===== src/rtl/spi_slave.sv =====
// rtl/spi_slave.sv - SPI slave front end: 10-bit word receive, 8-bit MISO read-back
module spi_slave #(
   parameter int RX_W      = 10,
   parameter int ADDR_SIZE = 8
) (
   input  logic                 clk,
   input  logic                 rst_n,
   input  logic                 SS_n,
   input  logic                 MOSI,
   output logic                 MISO,
   output logic [RX_W-1:0]      rx_data,
   output logic                 rx_valid,
   input  logic [ADDR_SIZE-1:0] tx_data,
   input  logic                 tx_valid
);

   localparam int RCW = $clog2(RX_W + 1);
   localparam int TCW = $clog2(ADDR_SIZE + 1);

   typedef enum logic [2:0] {
      IDLE      = 3'd0,
      CHK_CMD   = 3'd1,
      WRITE     = 3'd2,
      READ_ADD  = 3'd3,
      READ_DATA = 3'd4
   } state_t;

   state_t               state, state_nxt;
   logic [RX_W-1:0]      rx_sr;
   logic [RCW-1:0]       rx_cnt;
   logic [ADDR_SIZE-1:0] tx_sr;
   logic [TCW-1:0]       tx_cnt;
   logic                 tx_started;
   logic                 rd_addr_seen;
   logic                 rx_full;

   // Word is complete once RX_W bits have been shifted; later MOSI bits are ignored.
   assign rx_full = (rx_cnt == RCW'(RX_W));

   // State register.
   always_ff @(posedge clk or negedge rst_n) begin
      if (!rst_n) state <= IDLE;
      else        state <= state_nxt;
   end

   // Next-state logic: mode bit picks the receive state; SS_n high always returns to IDLE.
   always_comb begin
      state_nxt = state;
      case (state)
         IDLE: begin
            if (!SS_n) state_nxt = CHK_CMD;
         end
         CHK_CMD: begin
            if (SS_n)              state_nxt = IDLE;
            else if (!MOSI)        state_nxt = WRITE;
            else if (rd_addr_seen) state_nxt = READ_DATA;
            else                   state_nxt = READ_ADD;
         end
         default: begin
            if (SS_n) state_nxt = IDLE;
         end
      endcase
   end

   // Datapath: receive shift, rx strobe, read-address flag and MISO serialiser.
   // The shift register is loaded pre-shifted so bit7 appears on MISO the cycle after the latch.
   always_ff @(posedge clk or negedge rst_n) begin
      if (!rst_n) begin
         rx_sr        <= '0;
         rx_cnt       <= '0;
         rx_data      <= '0;
         rx_valid     <= 1'b0;
         tx_sr        <= '0;
         tx_cnt       <= '0;
         tx_started   <= 1'b0;
         rd_addr_seen <= 1'b0;
         MISO         <= 1'b0;
      end else begin
         rx_valid <= 1'b0;
         if (SS_n || state == IDLE || state == CHK_CMD) begin
            rx_sr      <= '0;
            rx_cnt     <= '0;
            tx_sr      <= '0;
            tx_cnt     <= '0;
            tx_started <= 1'b0;
            MISO       <= 1'b0;
         end else if (!rx_full) begin
            rx_sr  <= {rx_sr[RX_W-2:0], MOSI};
            rx_cnt <= rx_cnt + 1'b1;
            if (rx_cnt == RCW'(RX_W - 1)) begin
               rx_data  <= {rx_sr[RX_W-2:0], MOSI};
               rx_valid <= 1'b1;
               if (state == READ_ADD) rd_addr_seen <= 1'b1;
            end
         end else if (state == READ_DATA) begin
            if (!tx_started) begin
               if (tx_valid) begin
                  MISO         <= tx_data[ADDR_SIZE-1];
                  tx_sr        <= {tx_data[ADDR_SIZE-2:0], 1'b0};
                  tx_cnt       <= TCW'(ADDR_SIZE - 1);
                  tx_started   <= 1'b1;
                  rd_addr_seen <= 1'b0;
               end
            end else if (tx_cnt != '0) begin
               MISO   <= tx_sr[ADDR_SIZE-1];
               tx_sr  <= {tx_sr[ADDR_SIZE-2:0], 1'b0};
               tx_cnt <= tx_cnt - 1'b1;
            end else begin
               MISO <= 1'b0;
            end
         end else begin
            MISO <= 1'b0;
         end
      end
   end

endmodule


===== config.mk =====
export PLATFORM = sky130hd
export DESIGN_NAME = spi_slave
export DESIGN_NICKNAME = d
export VERILOG_FILES = /design/src/rtl/spi_slave.sv
export SDC_FILE = /design/constraint.sdc
export NUM_CORES = 1
export LEC_CHECK = 0
export BUFFER_PORTS_ARGS = -buffer_cell sky130_fd_sc_hd__clkbuf_2
export CORE_ASPECT_RATIO = 0.8
export CORE_UTILIZATION = 51
export DETAILED_ROUTE_END_ITERATION = 10
export GPL_TIMING_DRIVEN = 0
export PLACE_DENSITY = 0.78
export SKIP_CTS_REPAIR_TIMING = 1
export SKIP_LAST_GASP = 1
export SYNTH_ARGS = -nofsm -noshare
export SYNTH_HDL_FRONTEND = slang
export SYNTH_SLANG_ARGS = --single-unit

===== constraint.sdc =====
create_clock -name clk -period 1.65 [get_ports clk]
set_input_delay 0.165 -clock clk [delete_from_list [all_inputs] [get_ports clk]]
set_output_delay 0.165 -clock clk [all_outputs]
set_load 0.01 [all_outputs]

==> results of run 1 <==
-- synthesized netlist by cell type --
cell	n	share of area, %
nor2b_1	1	0.32
mux2i_1	7	3.6
buf_6	2	1.2
nand3_1	3	0.78
a211oi_2	5	3.2
dfrtp_1	41	53
nand3b_1	4	1.6
a21oi_1	14	3.6
a41oi_1	2	0.91
nor3b_1	4	1.6
nor3_2	1	0.52
a211oi_1	2	0.78
or3b_4	1	0.58
a2111oi_4	1	1.4
nor4_1	1	0.32
nand2_1	20	3.9
xnor2_1	3	1.4
mux2_1	2	1.2
a31oi_1	1	0.32
buf_1	1	0.19
nor3_1	3	0.78
o21ai_0	1	0.26
nor2_1	18	3.5
clkbuf_1	4	0.78
nand2b_1	5	1.6
buf_2	2	0.52
nand4b_1	1	0.45
a2111oi_0	1	0.45
o21bai_2	1	0.58
mux2_2	9	5.2
a311oi_2	1	0.78
and3_1	1	0.32
ha_1	4	2.6
inv_1	7	1.4
o22ai_1	1	0.32
-- cells by family (layout without fill, tap and decap cells) --
group	Yosys count	count (layout)	synth area share (%)
AOI/OAI and AO/OA	30	30	12.69
xor gates and xnor gates	3	3	1.360
adders and majority gates	4	4	2.591
buffers and inverters	16	68	4.015
DFF	41	41	53.11
muxes	18	18	10.04
and+or+nand+nor	63	63	16.19
-- metrics by stage --
| stage | setup slack [ps] | hold WS [ps] | setup TNS [ps] | area (sq um) |
|---|---|---|---|---|
| 2_1_floorplan | -76.14 | -130.6 | -200.3 | 1957 |
| 3_3_place_gp | -237.2 | 354.2 | -3535 | 2130 |
| 3_5_place_dp | -371.6 | 368.5 | -6555 | 2130 |
| 4_1_cts | -386.7 | 51.92 | -7075 | 2226 |
| 5_1_grt | -283.3 | 89.71 | -4617 | 2492 |
| 6_report | -226.1 | 13.09 | -2728 | 2492 |
-- area by class of cell --
type / count / share of cell area, %
Buffer: 9 / 2.410
Clock buffer: 6 / 3.313
Clock inverter: 2 / 0.5522
Inverter: 7 / 1.054
Multi-Input combinational cell: 118 / 37.80
Sequential cell: 41 / 41.32
Tap cell: 42 / 2.108
Timing Repair Buffer: 44 / 11.45
-- critical path: stages, from the launching register on --
cell and delay [ps]:
dfrtp_2 410, inv_2 70, ha_4 140, buf_4 100
nand3b_1 80, a2111oi_1 610, a41oi_1 210, a21oi_1 160
-- flip-flops by register name, summed over array words and instances, names as in the netlist --
name / flops
rx_valid: 1
MISO: 1
state: 3
tx_sr: 7
rx_data: 10
rx_cnt: 4
rx_sr: 9
tx_started: 1
tx_cnt: 4
rd_addr_seen: 1
-- per-layer routing --
layer / vias up / GRT usage (%)
met5: - / 0
met4: 0 / 6.000
met3: 9 / 4.417
met2: 61 / 34.34
met1: 761 / 28.49
li1: 712 / -
-- report_power, final --
| part | switching (mW) | leakage (nW) | internal [mW] | total (mW) |
|---|---|---|---|---|
| clock | 0.348 | 0.0512 | 0.339 | 0.687 |
| combinational | 0.0700 | 0.471 | 0.0383 | 0.108 |
| sequential | 0.0114 | 0.565 | 1.01 | 1.02 |
-- path summary, 6_finish.rpt --
check | from | to | cells after the start
max reg2reg | rx_cnt[0] | rd_addr_seen | 7
min reg2reg | rx_data[2] | rx_data[2] | 1
min in group clk | SS_n | state[0] | 2
max in group asynchronous | rst_n | rx_cnt[1] | 1
min | rst_n | tx_sr[5] | 1
max | rx_cnt[0] | rd_addr_seen | 7
==> results.json, run 1 <==
{
  "status": "finished with violations",
  "violations": "negative setup slack",
  "fin_crit_ps": 1876,
  "grt_first_pass_wirelength_mm": 6.548,
  "syn_to_final_growth_pct": 29.02,
  "worst_pin_slew_ps": 978.9,
  "finalMaxSlewViolations": 0,
  "placed_cells": 241,
  "firstDrtPassIters": 6,
  "grt_pass1_vias": 1422,
  "drc": 0,
  "num_io_pins": 25,
  "highest-signal-layer": "met4",
  "ant_nets": 0,
  "place_congestion": 0.8057,
  "wirelength_met1_mm": 1.986,
  "core-area_sq_mm": 0.003518,
  "ys_seq_area_share_pct": 53.11,
  "cts.htree.levels": 2,
  "crit_type": "reg2reg",
  "core.rowCount": 19,
  "dp_hpwl_mm": 2.622,
  "setup_viol": 24,
  "arrival_ps": 2090,
  "leakage_nw": 1.087,
  "fin_crit_sh_pct": 113.7,
  "hp-class": "in2async",
  "syn_inst": 175,
  "max-slew-margin-rel_pct": 34.74,
  "finalPower_mw": 1.818,
  "drive_above_1_share_pct": 40.97,
  "vias": 1543,
  "synth.avg_cell_area_sq_um": 11.04,
  "multi_input_area_sq_um": 942.2,
  "start_util_pct": 54.91,
  "drt_iter0_markers": 158,
  "rsz0062_at_grt": "yes",
  "die-width_um": 70.81,
  "final_util_pct": 70.84,
  "final_cell_count_no_fill": 269,
  "grt_max_degree": 42,
  "path_clk_slew_ps": 80,
  "grt_usage_pct": 20.91,
  "layout_common_cells": "dfrtp_1, clkbuf_2, nand2_1",
  "fill_cells": 249,
  "ys_seq_elements": 41,
  "yosys_warnings": 0,
  "hold_viol": 0,
  "io_buffers": 24,
  "root_buffer": "clkbuf_8",
  "viasPerCell": 5.736,
  "wire_per_inst_um": 16.52,
  "register_area_sq_mm": 0.001030,
  "cts_tree": "yes",
  "finalNetCount": 243,
  "worstSetupEndpointType": "register",
  "overflow": 0,
  "cts_max_path_buffers": 2,
  "r2r_slack_ps": -230,
  "antenna_found_initial": 0,
  "die_h_um": 57.05,
  "synthDistinctLibCells": 35,
  "cts.sinks": 41,
  "worst_slack_ps": -226.1,
  "drt-total-wl_mm": 4.444,
  "power_density_mw_per_mm2": 729.6,
  "fmax_ghz": 0.5330,
  "dr_wl_met3_um": 207,
  "syn_nets": 192,
  "clock_skew_ps": 7.372,
  "cp-start-kind": "register",
  "fp.dieArea_sq_mm": 0.004040,
  "clk_latency_ps": 300,
  "syn_area_sq_mm": 0.001932,
  "wl_met2_mm": 2.195,
  "antennaDiodeCount": 0,
  "crit_fanout": 3,
  "crit_required_ps": 1870,
  "layout_commonest_cell": "dfrtp_1",
  "ir_worst_vdd_mv": 0.5605,
  "drv_cap": 0,
  "cts_buffers": 5
}
Note: power is estimated with default switching activity, not from simulation.
==> inputs of run 2 (changes only) <==
--- a/config.mk
+++ b/config.mk
@@ -10,9 +10,8 @@
 export CORE_UTILIZATION = 51
 export DETAILED_ROUTE_END_ITERATION = 10
 export GPL_TIMING_DRIVEN = 0
-export PLACE_DENSITY = 0.78
+export PLACE_DENSITY_LB_ADDON = 0.2
 export SKIP_CTS_REPAIR_TIMING = 1
-export SKIP_LAST_GASP = 1
 export SYNTH_ARGS = -nofsm -noshare
 export SYNTH_HDL_FRONTEND = slang
 export SYNTH_SLANG_ARGS = --single-unit
==> run 2 against run 1 <==
The run still ends with negative setup slack left. Clock power shrank 6.3%. Combinational power is essentially flat. Critical path depth grew 1. Total power shrank 2.6%. Setup slack lost 20 ps. Maximum frequency shrank 1.1%. Worst hold slack gained 9.3 ps. Core utilization shrank 2.2 points. Non-clock buffer count shrank 4. Clock skew shrank 4.6 ps. Sequential power is essentially flat. Sequential share of layout area grew 1.3 points. Highest routed layer unchanged.
==> results.json, run 2 (synthesized netlist as in run 1, its figures left out) <==
{
  "status": "finished with violations",
  "violations": "negative setup slack",
  "syn_to_final_growth_pct": 25.00,
  "cts_tree": "yes",
  "wire_per_inst_um": 15.46,
  "fin_area_sq_mm": 0.002415,
  "crit_path_end": "tx_sr[5]",
  "timing.hold.ws_ps": 22.43,
  "p_int_mw": 1.342,
  "cts_buffers": 5,
  "num_io_pins": 25,
  "worst_slack_ps": -246.4,
  "drc": 0,
  "finalPower_mw": 1.771,
  "grt_first_pass_wirelength_mm": 6.458,
  "fin_crit_ps": 1896,
  "place_congestion": 0.7788,
  "grt_usage_pct": 20.57,
  "max-slew-margin-rel_pct": 33.75,
  "ant_nets": 0,
  "hold_viol": 0,
  "leakage_nw": 1.059,
  "antenna_found_initial": 0,
  "layout_commonest_cell": "dfrtp_1",
  "core.rowCount": 19,
  "layout_common_cells": "dfrtp_1, clkbuf_2, nand2_1",
  "seq_power_share_pct": 57.7,
  "power_switching_mw": 0.4297,
  "viasPerCell": 5.589,
  "rr_startpoint": "rx_cnt[0]",
  "busiest_layer": "met2",
  "start_util_pct": 54.91,
  "comb_power_share_pct": 5.9,
  "die-width_um": 70.81,
  "hp-class": "in2async",
  "overflow": 0,
  "placed_cells": 241,
  "regMostFlops": "rx_data",
  "gr-usage-met1_pct": 28.22,
  "r2r_slack_ps": -250,
  "dpl-instance-area_sq_mm": 0.002130,
  "antennaDiodeCount": 0,
  "fin_crit_sh_pct": 114.9,
  "vias": 1481,
  "crit_fanout": 5,
  "grt_max_degree": 42,
  "grt_pass1_vias": 1430,
  "fp.dieArea_sq_mm": 0.004040,
  "clk_latency_ps": 290,
  "core-area_sq_mm": 0.003518,
  "root_buffer": "clkbuf_8",
  "worstSetupEndpointType": "register",
  "arrival_ps": 2070,
  "power_density_mw_per_mm2": 733.5,
  "rsz0062_at_grt": "yes",
  "crit_start": "rx_cnt[0]",
  "worst_pin_slew_ps": 993.7,
  "grt_util_met3_pct": 4.770,
  "firstDrtPassIters": 6,
  "drt_iter0_markers": 99,
  "finalNetCount": 239,
  "path_clk_slew_ps": 80,
  "met2_usage_pct": 32.42,
  "dp_slack_ps": -308.1,
  "drv_cap": 0,
  "drt-total-wl_mm": 4.098,
  "rr_worst_depth": 8,
  "crit_required_ps": 1820,
  "cts.htree.levels": 2,
  "finalMaxSlewViolations": 0,
  "clock_skew_ps": 2.821,
  "cts_max_path_buffers": 2,
  "largest_register_ff_count": 10,
  "swShare_pct": 24.26,
  "clkPwrFrac_pct": 36.3,
  "crit_type": "reg2reg",
  "io_buffers": 24,
  "ir_worst_vdd_mv": 0.4885,
  "dp_hpwl_mm": 2.501,
  "largestRegisters": "rx_data (10), rx_sr (9), tx_sr (7)",
  "fmax_ghz": 0.5273,
  "r2r-end": "tx_sr[5]",
  "cts.sinks": 41,
  "die_h_um": 57.05,
  "final_cell_count_no_fill": 265,
  "cp-start-kind": "register",
  "drive_above_1_share_pct": 40.36,
  "setup_viol": 21
}
==> run 2: cell types whose count changed in the layout (fill, tap and decap cells not counted), sizes merged <==
| cell | delta |
|---|---|
| buf | -6 |
| clkinvlp | +1 |
| clkbuf | +1 |
==> run 2: area by class of cell <==
cell class	instances	area, sq um
plain buffers	9	61.31
clock inverters	3	17.52
multi-input cells	118	899.6
well taps	42	52.55
fillers	258	1104
clock buffers	5	68.82
inverters	7	26.28
repair buffers	40	259.0
flip-flops and latches	41	1030
==> run 2: per-stage QoR <==
step                      TNS (ps)  utilization [%]
after floorplan             -200.3                -
after global placement       -3690            60.53
after global routing         -5848            68.63
after CTS                    -5707            62.98
final                        -3692            68.63
after detailed placement     -4940            60.53
==> run 2: worst min path at each step <==
stage / start / end / slack (ps) / cells after the start
after floorplan: rst_n / MISO / -130 / 0
after global placement: rst_n / state[0] / 360 / 1
after detailed placement: rst_n / state[2] / 380 / 1
after CTS: rst_n / rx_data[0] / 60 / 1
after global routing: SS_n / state[1] / 80 / 2
final: rst_n / state[0] / 20 / 1
==> run 2: per-layer routing <==
layer  share of wire, %  up-vias
met5                  0        -
met4                1.5        0
met3                3.6        6
met2                 47       40
met1                 48      737
li1                   -      698
==> run 2: critical path, cell delays in order (launching register included) <==
cell       delay (ps)
dfrtp_2           430
inv_2              80
ha_4              140
nand3b_1          210
a2111oi_4         420
buf_4             210
clkbuf_16         150
buf_6              90
a211oi_2           40
==> run 2: power by group through the flow <==
stage,Combinational [mW],Clock [mW],Sequential [mW]
after global placement,0.0855,0,1.04
after floorplan,0.0412,0,1.04
after detailed placement,0.0898,0,1.04
final,0.105,0.644,1.02
after global routing,0.118,0.706,1.02
after CTS,0.0900,0.659,1.02
